`src/rtl/vid_seq.sv`:
```
// vid_seq: expands a vector index-sequence request into beats of
// element indices, delivered through a stallable output pipeline.
module vid_seq #(
  parameter int REQ_BYTE_EN_WIDTH = 8,
  parameter int REQ_DATA_WIDTH    = 64,
  parameter int RESP_DATA_WIDTH   = 64,
  parameter int REQ_ADDR_WIDTH    = 5,
  parameter bit ENABLE_64_BIT     = 1,
  parameter int NUM_STAGES        = 6
) (
  input  logic                         clk,
  input  logic                         rst,
  input  logic                         in_valid,
  output logic                         in_ready,
  input  logic [REQ_ADDR_WIDTH-1:0]    in_addr,
  input  logic [1:0]                   in_sew,
  input  logic [11:0]                  in_start_idx,
  input  logic [11:0]                  in_vl,
  output logic                         out_valid,
  input  logic                         out_ready,
  output logic [REQ_ADDR_WIDTH-1:0]    out_addr,
  output logic [RESP_DATA_WIDTH-1:0]  out_vec,
  output logic [REQ_BYTE_EN_WIDTH-1:0] out_be,
  output logic                         out_last,
  output logic                         busy
);

  localparam int DW      = REQ_DATA_WIDTH;
  localparam int BW      = REQ_BYTE_EN_WIDTH;
  localparam int AW      = REQ_ADDR_WIDTH;
  localparam int LOG_BPB = $clog2(DW / 8);

  typedef enum logic {IDLE, RUN} state_t;

  typedef struct packed {
    logic          v;
    logic          last;
    logic [AW-1:0] addr;
    logic [DW-1:0] vec;
    logic [BW-1:0] be;
  } beat_t;

  state_t        state;
  state_t        nxt;
  logic [AW-1:0] addr_q;
  logic [1:0]    sew_q;
  logic [11:0]   start_q;
  logic [11:0]   vl_q;
  logic [11:0]   k;
  logic          accept;
  logic          empty;
  logic          stall;
  logic          gen_last;
  logic          pipe_busy;
  logic [3:0]    sh;
  logic [31:0]   nbeats;
  logic [31:0]   base;
  logic [31:0]   ei;
  logic [31:0]   bb;
  logic [31:0]   ev;
  beat_t         gen;
  beat_t         cur;

  assign accept   = in_valid && in_ready;
  assign empty    = (in_vl == 12'd0) ||
                    (in_sew == 2'd3 && !ENABLE_64_BIT);
  assign stall    = cur.v && !out_ready;
  assign sh       = 4'(LOG_BPB) - {2'b00, sew_q};
  assign nbeats   = (32'(vl_q) + (32'd1 << sh) - 32'd1) >> sh;
  assign base     = 32'(k) << sh;
  assign gen_last = (32'(k) + 32'd1) == nbeats;

  always_ff @(posedge clk) begin
    if (rst) state <= IDLE;
    else     state <= nxt;
  end

  always_comb begin
    nxt = state;
    unique case (state)
      IDLE: if (accept && !empty)   nxt = RUN;
      RUN:  if (!stall && gen_last) nxt = IDLE;
    endcase
  end

  always_comb begin
    in_ready = (state == IDLE) && !rst;
  end

  always_ff @(posedge clk) begin
    if (rst) begin
      addr_q  <= '0;
      sew_q   <= '0;
      start_q <= '0;
      vl_q    <= '0;
      k       <= '0;
    end else if (accept) begin
      addr_q  <= in_addr;
      sew_q   <= in_sew;
      start_q <= in_start_idx;
      vl_q    <= in_vl;
      k       <= '0;
    end else if (state == RUN && !stall) begin
      k <= k + 12'd1;
    end
  end

  // Per byte lane: element slot, byte within element, then the index value.
  always_comb begin
    gen = '0;
    ei  = '0;
    bb  = '0;
    ev  = '0;
    if (state == RUN) begin
      gen.v    = 1'b1;
      gen.last = gen_last;
      gen.addr = addr_q + AW'(k);
      for (int b = 0; b < BW; b++) begin
        ei = 32'(b) >> sew_q;
        bb = 32'(b) & ((32'd1 << sew_q) - 32'd1);
        ev = 32'(start_q) + base + ei;
        if (base + ei < 32'(vl_q)) begin
          gen.be[b]        = 1'b1;
          gen.vec[b*8 +: 8] = 8'(ev >> (bb * 32'd8));
        end
      end
    end
  end

  generate
    if (NUM_STAGES == 1) begin : g_comb
      assign cur       = gen;
      assign pipe_busy = 1'b0;
    end else begin : g_pipe
      beat_t pipe [NUM_STAGES-1];

      always_ff @(posedge clk) begin
        if (rst) begin
          for (int s = 0; s < NUM_STAGES - 1; s++) pipe[s] <= '0;
        end else if (!stall) begin
          pipe[0] <= gen;
          for (int s = 1; s < NUM_STAGES - 1; s++) pipe[s] <= pipe[s-1];
        end
      end

      always_comb begin
        pipe_busy = 1'b0;
        for (int s = 0; s < NUM_STAGES - 1; s++)
          pipe_busy = pipe_busy | pipe[s].v;
      end

      assign cur = pipe[NUM_STAGES-2];
    end
  endgenerate

  assign out_valid = cur.v;
  assign out_last  = cur.last;
  assign out_addr  = cur.addr;
  assign out_vec   = cur.vec;
  assign out_be    = cur.be;
  assign busy      = (state == RUN) || pipe_busy;

endmodule

```
`config.mk`:
```
export PLATFORM = sky130hd
export DESIGN_NAME = vid_seq
export DESIGN_NICKNAME = d
export VERILOG_FILES = /design/src/rtl/vid_seq.sv
export SDC_FILE = /design/constraint.sdc
export NUM_CORES = 1
export LEC_CHECK = 0
export BUFFER_PORTS_ARGS = -buffer_cell sky130_fd_sc_hd__buf_4
export CAP_MARGIN = 20
export CORE_ASPECT_RATIO = 0.7
export CORE_MARGIN = 2
export CORE_UTILIZATION = 50
export CTS_BUF_LIST = sky130_fd_sc_hd__clkbuf_4 sky130_fd_sc_hd__clkbuf_8 sky130_fd_sc_hd__clkbuf_16
export DETAILED_ROUTE_END_ITERATION = 16
export MAX_ROUTING_LAYER = met4
export PLACE_DENSITY = 0.77
export SLEW_MARGIN = 25
export SYNTH_ARGS = -nofsm -noshare
export SYNTH_HDL_FRONTEND = slang
export SYNTH_SLANG_ARGS = --single-unit
```
`constraint.sdc`:
```
create_clock -name clk -period 24.8 [get_ports clk]
set_clock_uncertainty 0.05 [all_clocks]
set_input_delay 4.96 -clock clk [delete_from_list [all_inputs] [get_ports clk]]
set_output_delay 4.96 -clock clk [all_outputs]
set_load 0.03 [all_outputs]
```
==> flow_metrics.env <==
export IMPL_period_share_pct=43.11
export IMPL_pin_count=116
export IMPL_vias=15767
export IMPL_dieHeight_um=189.8
export IMPL_end_kind="primary output"
export IMPL_ctsResizeCount=0
export IMPL_fmax_ghz=0.09354
export IMPL_drive_gt1_share_pct=11.48
export IMPL_cellPowerDensity_mw_per_mm2=64.04
export IMPL_critPathLaunchType="input port"
export IMPL_tns_ns=0
export IMPL_start_util_pct=50.30
export IMPL_io_buffer_count=115
export IMPL_nets=2415
export IMPL_areaGrowthSynthToFinish_pct=9.501
export IMPL_drtIter0Drc=1376
export IMPL_postRouteAntennaNets=0
export IMPL_clock_power_share_pct=37.0
export IMPL_synth_top_area_share_pct=48.11
export IMPL_cts_tree="done"
export IMPL_synth_warnings=0
export IMPL_synth_fp_nets=2415
export IMPL_core_area_mm2=0.04901
export IMPL_finalSetupViolations=0
export IMPL_cp_slowest_cell="buf_4"
export IMPL_grt_ovfl_total=0
export IMPL_track_usage_pct=22.78
export IMPL_final_core_util_pct=55.08
export IMPL_synthCells=2223
export IMPL_multi_input_comb_area_mm2=0.01067
export IMPL_worstPathMaxFanout=37
export IMPL_slew_headroom_pct=33.34
export IMPL_syn_avg_cell_area_um2=11.09
export IMPL_antenna_diode_count=0
export IMPL_worst_slack_ns=14.11
export IMPL_clkLatencyLatePin_ns=0.59
export IMPL_gp_congestion=0.9553
export IMPL_layout_commonest_cell="edfxtp_1"
export IMPL_irDropWorstVdd_mv=0.05445
export IMPL_cts_buffers=42
export IMPL_crit_arrival_ns=5.68
export IMPL_grt_pass1_vias=15225
export IMPL_cp_buffers_inverters=2
export IMPL_seq_area_mm2=0.01274
export IMPL_routed_wl_mm=56.38
export IMPL_fp_dieW_um=269.4
export IMPL_leakage_nw=11.42
export IMPL_firstDrtPassIters=5
export IMPL_drc_errors=0
export IMPL_min_path_type="flop to flop"
export IMPL_postCtsHoldBufs=0
export IMPL_slew_violations=0
export IMPL_switchingPower_uw=458.0
export IMPL_required_ns=19.79
export IMPL_die_area_mm2=0.05112
export IMPL_ys_ff_latch=439
export IMPL_path_class="input port to primary output"
export IMPL_worst_hold_slack_ns=0.4346
export IMPL_cts_sinks=439
export IMPL_path_clk_slew_ns=0.06
export IMPL_maxCapViolCount=0
export IMPL_critical_path_top_delay_family="buffers and inverters"
export IMPL_grt_pass1_wl_mm=87.93
export IMPL_grt_start_max_net_pins=128
export IMPL_htreeDepth=2
export IMPL_dp_slack_ns=14.13
export IMPL_synth_main_ff_cell="edfxtp_1"
export IMPL_ys_seq_area_share_pct=51.69
export IMPL_finalHoldViolCount=0
export IMPL_slowest_delay_ns=0.41
export IMPL_cts_setup_buffers=0
export IMPL_post_drt_wl_per_cell_um=19.30
export IMPL_syn_area_mm2=0.02465
export IMPL_antenna_found_initial=0
export IMPL_clock_path_buffers=3
export IMPL_rows=68
export IMPL_seq_power_share_pct=47.3
export IMPL_vias_per_cell=5.396
export IMPL_rsz0062_at_grt="no"
export IMPL_layout_common_cells="edfxtp_1, and2_1, nor2_1"
export IMPL_crit_chain="buf_4, nor2_1, buf_4"
export IMPL_dpl_hpwl_mm=39.50
export IMPL_synth_edf_count=395
export IMPL_outcome="complete, no violations"
export IMPL_synthArstFlopShare_pct=0
export IMPL_swShare_pct=26.49
export IMPL_pwr_share_comb_pct=15.7
export IMPL_period_minus_slack_ns=10.69
export IMPL_power_internal_mw=1.271
export IMPL_ctsRootBufferMaster="clkbuf_16"
export IMPL_yosys_cell_types_count=80
export IMPL_nFillCells=4084
export IMPL_worst_pin_slew_ns=0.9999
export IMPL_synth_largest_area_cell="edfxtp_1"
export IMPL_crit_path_frequent_cell="buf_4"
export IMPL_synth_area_leaders="edfxtp_1, and2_1, ha_1"
==> layer usage <==
layer	global-route usage (%)	up-vias	routed length [um]
li1	-	7734	-
met1	33.96	7475	27820
met2	31.87	491	23140
met3	4.443	67	4404
met4	5.556	0	1013
met5	-	-	0
==> area by class of cell <==
cell class / count / share of cell area [%]
sequential: 439 / 47.20
clock buffer: 54 / 4.297
multi-input combinational: 1525 / 39.52
clock inverter: 24 / 0.8111
inverter: 76 / 1.057
tap: 665 / 3.082
timing repair buffer: 139 / 4.028
==> cell usage after synthesis, drive strengths merged (57+ instances only) <==
| cell type | instances |
|---|---|
| and2 | 329 |
| xnor2 | 117 |
| nor2 | 161 |
| clkbuf | 79 |
| nand2 | 140 |
| ha | 146 |
| edfxtp | 395 |
| inv | 76 |
| buf | 104 |
| o21ai | 57 |
| a21oi | 80 |
| xor2 | 59 |
==> power by group through the flow <==
stage                     Combinational, mW  Clock (mW)  Sequential [mW]
after floorplan                       0.190           0            0.832
after global placement                0.258           0            0.834
after detailed placement              0.263           0            0.834
after CTS                             0.265       0.653            0.818
after global routing                  0.296       0.679            0.819
final                                 0.271       0.640            0.818
==> state kept, by name, summed over array words and instances (netlist names) <==
register / count
vl_q: 12
start_q: 12
state: 1
sew_q: 2
addr_q: 5
k: 12
g_pipe.pipe: 395
==> logic make-up after synthesis <==
family	after synthesis	synth area share, %
and+or+nand+nor	852	18.51
muxes	38	1.847
adders and majority gates	157	8.303
AOI/OAI and AO/OA	302	8.085
buffers and inverters	259	5.314
xor gates and xnor gates	176	6.253
DFF	439	51.69
==> per-stage QoR <==
| stage | power, mW | cell area [um^2] | instances |
|---|---|---|---|
| 2_1_floorplan | 1.022 | 24650 | 2223 |
| 3_3_place_gp | 1.092 | 25530 | 2842 |
| 3_5_place_dp | 1.097 | 25560 | 2842 |
| 4_1_cts | 1.736 | 26940 | 2920 |
| 5_1_grt | 1.794 | 26990 | 2922 |
| 6_report | 1.729 | 26990 | 2922 |
==> final timing paths <==
path / startpoint / endpoint / slack, ns / depth (start not counted)
worst max-delay path: rst / in_ready / 14.11 / 3
worst min-delay path: start_q[9] / start_q[9] / 0.43 / 2
worst max register to register: sew_q[0] / g_pipe.pipe[0][70] / 18.37 / 16
worst min register to register: start_q[9] / start_q[9] / 0.43 / 2
==> worst register-to-register path, stage by stage (launching register included) <==
cell and delay, ns:
dfxtp_1 0.31, buf_4 0.46, nand2_1 0.33, o21ai_1 0.81
ha_1 0.56, a31oi_1 0.29, nor2_1 0.64, xor2_1 0.20
ha_1 0.34, a21o_1 0.16, a21oi_1 0.14, o21ai_0 0.15
a21oi_1 0.42, o21ai_0 0.22, or4_4 0.57, or2_1 0.35
a211oi_2 0.24
Power figures use the tool's default switching activity.
